--- src/rtl/alu_arbiter.sv ---
// alu_arbiter: round-robin arbiter sharing one external shift+ALU datapath between two requesters
module alu_arbiter #(
   parameter int W = 5
) (
   input  logic         clk,
   input  logic         reset,
   input  logic         req0_valid,
   input  logic         req1_valid,
   output logic         req0_ready,
   output logic         req1_ready,
   input  logic [W-1:0] req0_a,
   input  logic [W-1:0] req0_b,
   input  logic [W-1:0] req1_a,
   input  logic [W-1:0] req1_b,
   input  logic [2:0]   req0_op,
   input  logic [2:0]   req1_op,
   input  logic [1:0]   req0_sh,
   input  logic [1:0]   req1_sh,
   output logic [W-1:0] dp_a,
   output logic [W-1:0] dp_b,
   output logic [2:0]   dp_ctrl,
   output logic [1:0]   dp_bshift,
   input  logic [W-1:0] dp_result,
   input  logic [3:0]   dp_flags,
   output logic         rsp_valid,
   input  logic         rsp_ready,
   output logic         rsp_id,
   output logic [W-1:0] rsp_result,
   output logic [3:0]   rsp_flags,
   output logic         busy
);
   typedef enum logic [1:0] {IDLE, EXEC, RESP} state_t;
   state_t state;
   logic prio, pick1, grant, exec;
   logic [W-1:0] a, b;
   logic [2:0] op;
   logic [1:0] sh;
   // outputs are masked during reset so nothing is offered or reported in that cycle
   always_comb begin
      pick1 = req1_valid && (!req0_valid || prio);
      grant = state == IDLE && !reset && (req0_valid || req1_valid);
      req0_ready = grant && !pick1;
      req1_ready = grant && pick1;
      exec = state == EXEC;
      dp_a = exec ? a : '0;
      dp_b = exec ? b : '0;
      dp_ctrl = exec ? op : '0;
      dp_bshift = exec ? sh : '0;
      busy = state != IDLE && !reset;
      rsp_valid = state == RESP && !reset;
   end
   always_ff @(posedge clk) begin
      if (reset) begin
         state <= IDLE;
         prio <= 1'b0;
         a <= '0;
         b <= '0;
         op <= '0;
         sh <= '0;
         rsp_id <= 1'b0;
         rsp_result <= '0;
         rsp_flags <= '0;
      end else begin
         unique case (state)
            IDLE: if (grant) begin
               a <= pick1 ? req1_a : req0_a;
               b <= pick1 ? req1_b : req0_b;
               op <= pick1 ? req1_op : req0_op;
               sh <= pick1 ? req1_sh : req0_sh;
               rsp_id <= pick1;
               prio <= !pick1;
               state <= EXEC;
            end
            EXEC: begin
               rsp_result <= dp_result;
               rsp_flags <= dp_flags;
               state <= RESP;
            end
            RESP: if (rsp_ready) state <= IDLE;
            default: state <= IDLE;
         endcase
      end
   end
endmodule

--- config.mk ---
export PLATFORM = sky130hd
export DESIGN_NAME = alu_arbiter
export DESIGN_NICKNAME = d
export VERILOG_FILES = /design/src/rtl/alu_arbiter.sv
export SDC_FILE = /design/constraint.sdc
export NUM_CORES = 1
export LEC_CHECK = 0
export CELL_PAD_IN_SITES_DETAIL_PLACEMENT = 1
export CELL_PAD_IN_SITES_GLOBAL_PLACEMENT = 1
export CORE_AREA = 2 2 70 72
export DETAILED_ROUTE_END_ITERATION = 10
export DIE_AREA = 0 0 72 74
export PLACE_DENSITY = 0.79
export SLEW_MARGIN = 20
export SYNTH_ARGS = -nofsm -noshare
export SYNTH_HDL_FRONTEND = slang
export SYNTH_SLANG_ARGS = --single-unit
--- constraint.sdc ---
create_clock -name clk -period 2.3 [get_ports clk]
set_clock_uncertainty 0.2 [all_clocks]
set_input_delay 0.345 -clock clk [delete_from_list [all_inputs] [get_ports clk]]
set_output_delay 0.345 -clock clk [all_outputs]
set_load 0.01 [all_outputs]
Word-level counts from Yosys, hierarchy flattened
Cells that the tools add are included.

Register bits after elaboration: 28. Latch bits: 0. Bits in writable memories: 0. ROM bits: 0. Input port bits: 44. Output and inout bits: 29. Memories kept: 0.

Add/sub/neg operators: 0. Multipliers: 0. Divide/modulo/power cells: 0. Order comparisons: 0. Equal/unequal tests: 4. Shifts and indexed selects: 0. Muxes and demuxes: 11. Bitwise operators: 0. Reduce and logical (&&, ||, !) cells: 16.

Operators with widths (count): two-way mux 5 bit (4); two-way mux 2 bit (4); logical AND 1 bit (7); two-way mux 3 bit (2); one-hot mux 2 bit (3 select lines) (1); inequality test 2 bit, second input constant (2); AND reduction 2 bit (2); logical NOT 1 bit (3); == test 2 x 1 -> 1 bit, second input constant (1); == test 2 bit, second input constant (1); logical NOT 2 bit (1); logical OR 1 bit (2); nonzero test 2 bit (1).

Longest topological paths before layout
Word-level depth: 5. Gate-level depth with buffers: 5.

Worst setup path before layout
No wires, ideal clock.

Kind: reg-to-output. From: reg state[0]. To: out dp_a[1]. Arrival time: 1.078 ns. Data required time: 1.755 ns. Path slack: 0.677 ns. Cell stages (with the launch flop): 4. Cell sequence: dfxtp_1 > nor2b_1 > clkbuf_1 > and2_1.

Cells in the longest elaborated chain, start to end: 2.

Ends and longest elaborated chain: start: declaration (RTL line 33) `state_t state;`; start signal: assignment (RTL line 54) `state <= IDLE;`; start signal: assignment (RTL line 72) `state <= EXEC;`; start signal: assignment (RTL line 77) `state <= RESP;`; == test 2 x 1 -> 1 bit (RTL line 44) `exec = state == EXEC;`; two-way mux 5 bit (RTL line 45) `dp_a = exec ? a : '0;`; end: declaration (RTL line 19) `output logic [W-1:0] dp_a,`.

Every way passes these cells.

Final worst setup path
From: reg state[0]. To: out dp_ctrl[1].

Cells in the longest elaborated chain, start to end: 2.

Ends and longest elaborated chain: == test 2 x 1 -> 1 bit (RTL line 44); two-way mux 3 bit (RTL line 47) `dp_ctrl = exec ? op : '0;`; end: declaration (RTL line 21) `output logic [2:0] dp_ctrl,`.

Every way passes these cells.

==> impl_results.md <==
- CTS Sinks: 28
- First-pass GRT wire length: 6279 um
- Crit end category: output pin
- Num rows: 25
- Synthesized area per cell: a little under 9 um2
- Die Ht: about 74 um
- Antenna Cells: 0
- DR pass1 iterations: 4
- Max-Cap Viols: 0
- Peak Freq: around 450 MHz
- Slew Limit Headroom: 0.6027
- CTS Buffer Depth: 2
- Global Route Usage Sum: 0.1481
- Cell-internal power: 941.9 uW
- Post-CTS Hold Fix Bufs: 0
- Die width: slightly above 70 um
- Final Wtd Congestion: about 0.81
- Reg power frac: 0.449
- Total CTS buffers: 3
- Vias in the first global route: about 1300
- Share of layout cells above drive strength 1: 0.1209
- Core area: around 4600 um2
- Yosys cell types: 25
- RSZ-0062 raised after global routing: no
- Worst Hold Class: reg2reg
- CTS root buf: clkbuf_8
- Synth Instances: roughly 140
- Peak supply drop: roughly 0.00026 V
- Initial Util: 0.2656
- DP Cell Count: 263
- Area Overhead vs Synth: 76.02%
- Post-Synthesis Cell Area: approximately 1200 um2
- Yosys reg bits: 28
- Die footprint: 5328 um2
- Cell Pwr Density: approximately 580 nW/um2
- Initial DRC Count: 50
- Port-buffer cells: between 70 and 80
- WL/cell: between 10 and 15 um
- Synth top area cells: dfxtp_1 (46%), a221o_1 (9.8%), and2_1 (8.2%)
- Final period util: 0.9559
- Setup violations, final: 0
- NetSw: between 200 and 300 uW
- Count leader, synth: dfxtp_1
- Grt ovf: 0
- Initial antenna violation count: 0
- Critical path class: reg2out
- DP Wirelength: around 2900 um
- Fin util: 0.4675
- Synth cell count leaders: dfxtp_1 (28), nand2_1 (18), and2_1 (16), and3_1 (13)
- Slew Limit Fails: 0
- Asr flop ratio synth: 0
- Vias per inst: between 4 and 5
- Synth top area share: 0.4590
- H-tree Lvls: 1
- Gate power share: 0.242
- Min cycle time layout: 2.199 ns
- Num ports: 73
- LEAKAGE: roughly 0.9 nW
- WL final: ~3800 um
- Outcome: finished, final reports clean
- Post-synth top flop: dfxtp_1
- DRT antenna net count: 0
- Cell taking the most area after synthesis: dfxtp_1
- Worst-Skew Late Latency: about 0.27 ns
- TritonCTS clock tree: yes
- Clock share of power: 0.309
- Final nets: 260
- Syn Nets: around 180
- Layout fillers: around 550
- Sequential-to-total area share from yosys stat: 0.4590
- CP arrival: about 1.7 ns
- Slew @ Worst Pin: between 0.5 and 0.6 ns
- Sw Share: 0.2404
- Max Fanout on Critical Path: 10
- Layout Cells excl Fill: 269
- Largest net degree at the start of global routing: 18
- # DRC: 0
- Worst path required time: 1.75 ns
- EDFF count, synth: 0
- Fin. Hold Viols: 0
- Startpoint types: flop
- Yosys warns: 0
- Via count: ~1300
- Clock transition at path regs: approximately 0.10 ns
==> power groups by stage <==
stage | Clock (mW) | Sequential [mW] | Combinational, mW
6_report | 0.383 | 0.557 | 0.300
5_1_grt | 0.416 | 0.564 | 0.329
4_1_cts | 0.394 | 0.557 | 0.302
3_5_place_dp | 0 | 0.565 | 0.296
3_3_place_gp | 0 | 0.563 | 0.292
2_1_floorplan | 0 | 0.564 | 0.123
==> state kept, by name, summed over array words and instances, names as in the netlist <==
signal,flops
rsp_result,5
sh,2
rsp_id,1
a,5
rsp_flags,4
b,5
prio,1
op,3
state,2
==> worst paths after layout <==
path / from / to / slack, ns / cells past startpoint
max: state[0] / dp_ctrl[1] / 0.10 / 4
min: rsp_flags[0] / rsp_flags[0] / 0.26 / 2
max reg2reg: state[1] / a[2] / 0.64 / 4
min reg2reg: rsp_flags[0] / rsp_flags[0] / 0.26 / 2
==> routing by layer <==
| layer | track usage | part of all wire | vias to the layer above | routed length (um) |
|---|---|---|---|---|
| met4 | 0.04822 | 0.012 | 0 | 44 |
| met5 | 0 | 0 | - | 0 |
| met2 | 0.2603 | 0.49 | 40 | 1865 |
| met3 | 0.01355 | 0.039 | 4 | 149 |
| met1 | 0.1929 | 0.46 | 615 | 1746 |
| li1 | - | - | 648 | - |
==> cell usage in the layout (no fill, tap or decap) <==
| cell | count |
|---|---|
| dfxtp_1 | 26 |
| nor3_1 | 2 |
| and2_1 | 16 |
| a221o_1 | 12 |
| dfxtp_4 | 1 |
| a21oi_2 | 1 |
| nor3_4 | 1 |
| nand4_1 | 3 |
| nand2_1 | 18 |
| nor2b_4 | 1 |
| dlymetal6s2s_1 | 3 |
| and3_1 | 13 |
| nor2_1 | 3 |
| a21oi_1 | 12 |
| nand2b_1 | 1 |
| nand2b_4 | 1 |
| buf_6 | 1 |
| or2_2 | 2 |
| clkbuf_8 | 3 |
| dfxtp_2 | 1 |
| or3b_2 | 1 |
| nor3b_1 | 1 |
| a31oi_1 | 3 |
| o21ai_0 | 3 |
| nand3_1 | 3 |
| a311oi_1 | 1 |
| buf_4 | 11 |
| clkdlybuf4s50_1 | 67 |
| dlygate4sd2_1 | 2 |
| a21boi_2 | 1 |
| bufinv_16 | 1 |
==> metrics by stage <==
step / worst slack, ns / instance area, um2 / hold slack [ns] / total power, mW / setup TNS (ns)
floorplan: 0.6766 / 1221 / 0.2466 / 0.6864 / 0
global placement: -0.1081 / 2036 / 0.2420 / 0.8551 / -0.1889
detailed placement: -0.1224 / 2036 / 0.2477 / 0.8607 / -0.2231
CTS: 0.005483 / 2130 / 0.2621 / 1.253 / 0
global route: 0.02195 / 2150 / 0.2951 / 1.310 / 0
finish: 0.1015 / 2150 / 0.2595 / 1.240 / 0
==> what timing repair did <==
item                       in CTS  in global routing
pin swaps                       1                  0
gates resized for setup         5                  7
buffers inserted                2                  0
setup endpoints to repair      18                 17
==> final cells by class <==
class	instances	area (um2)	share of cell area
Clock buffer	3	41.29	0.01921
Clock inverter	1	30.03	0.01397
Multi-Input combinational cell	99	625.6	0.2910
Sequential cell	28	565.5	0.2631
Tap cell	54	67.56	0.03143
Timing Repair Buffer	84	819.5	0.3813
==> worst max-delay path, stage by stage, from the launching register on <==
cell and delay, ns:
dfxtp_4 0.40, nor2b_4 0.16, buf_6 0.14, and2_1 0.13, clkdlybuf4s50_1 0.54
==> logic make-up after synthesis <==
| logic type | after synthesis | synth area share |
|---|---|---|
| AO/OA/AOI/OAI | 33 | 0.1988 |
| buffers and inverters | 10 | 0.04406 |
| flip-flops | 28 | 0.4590 |
| AND/OR/NAND/NOR | 66 | 0.2982 |
(Power assumes the default switching activity.)
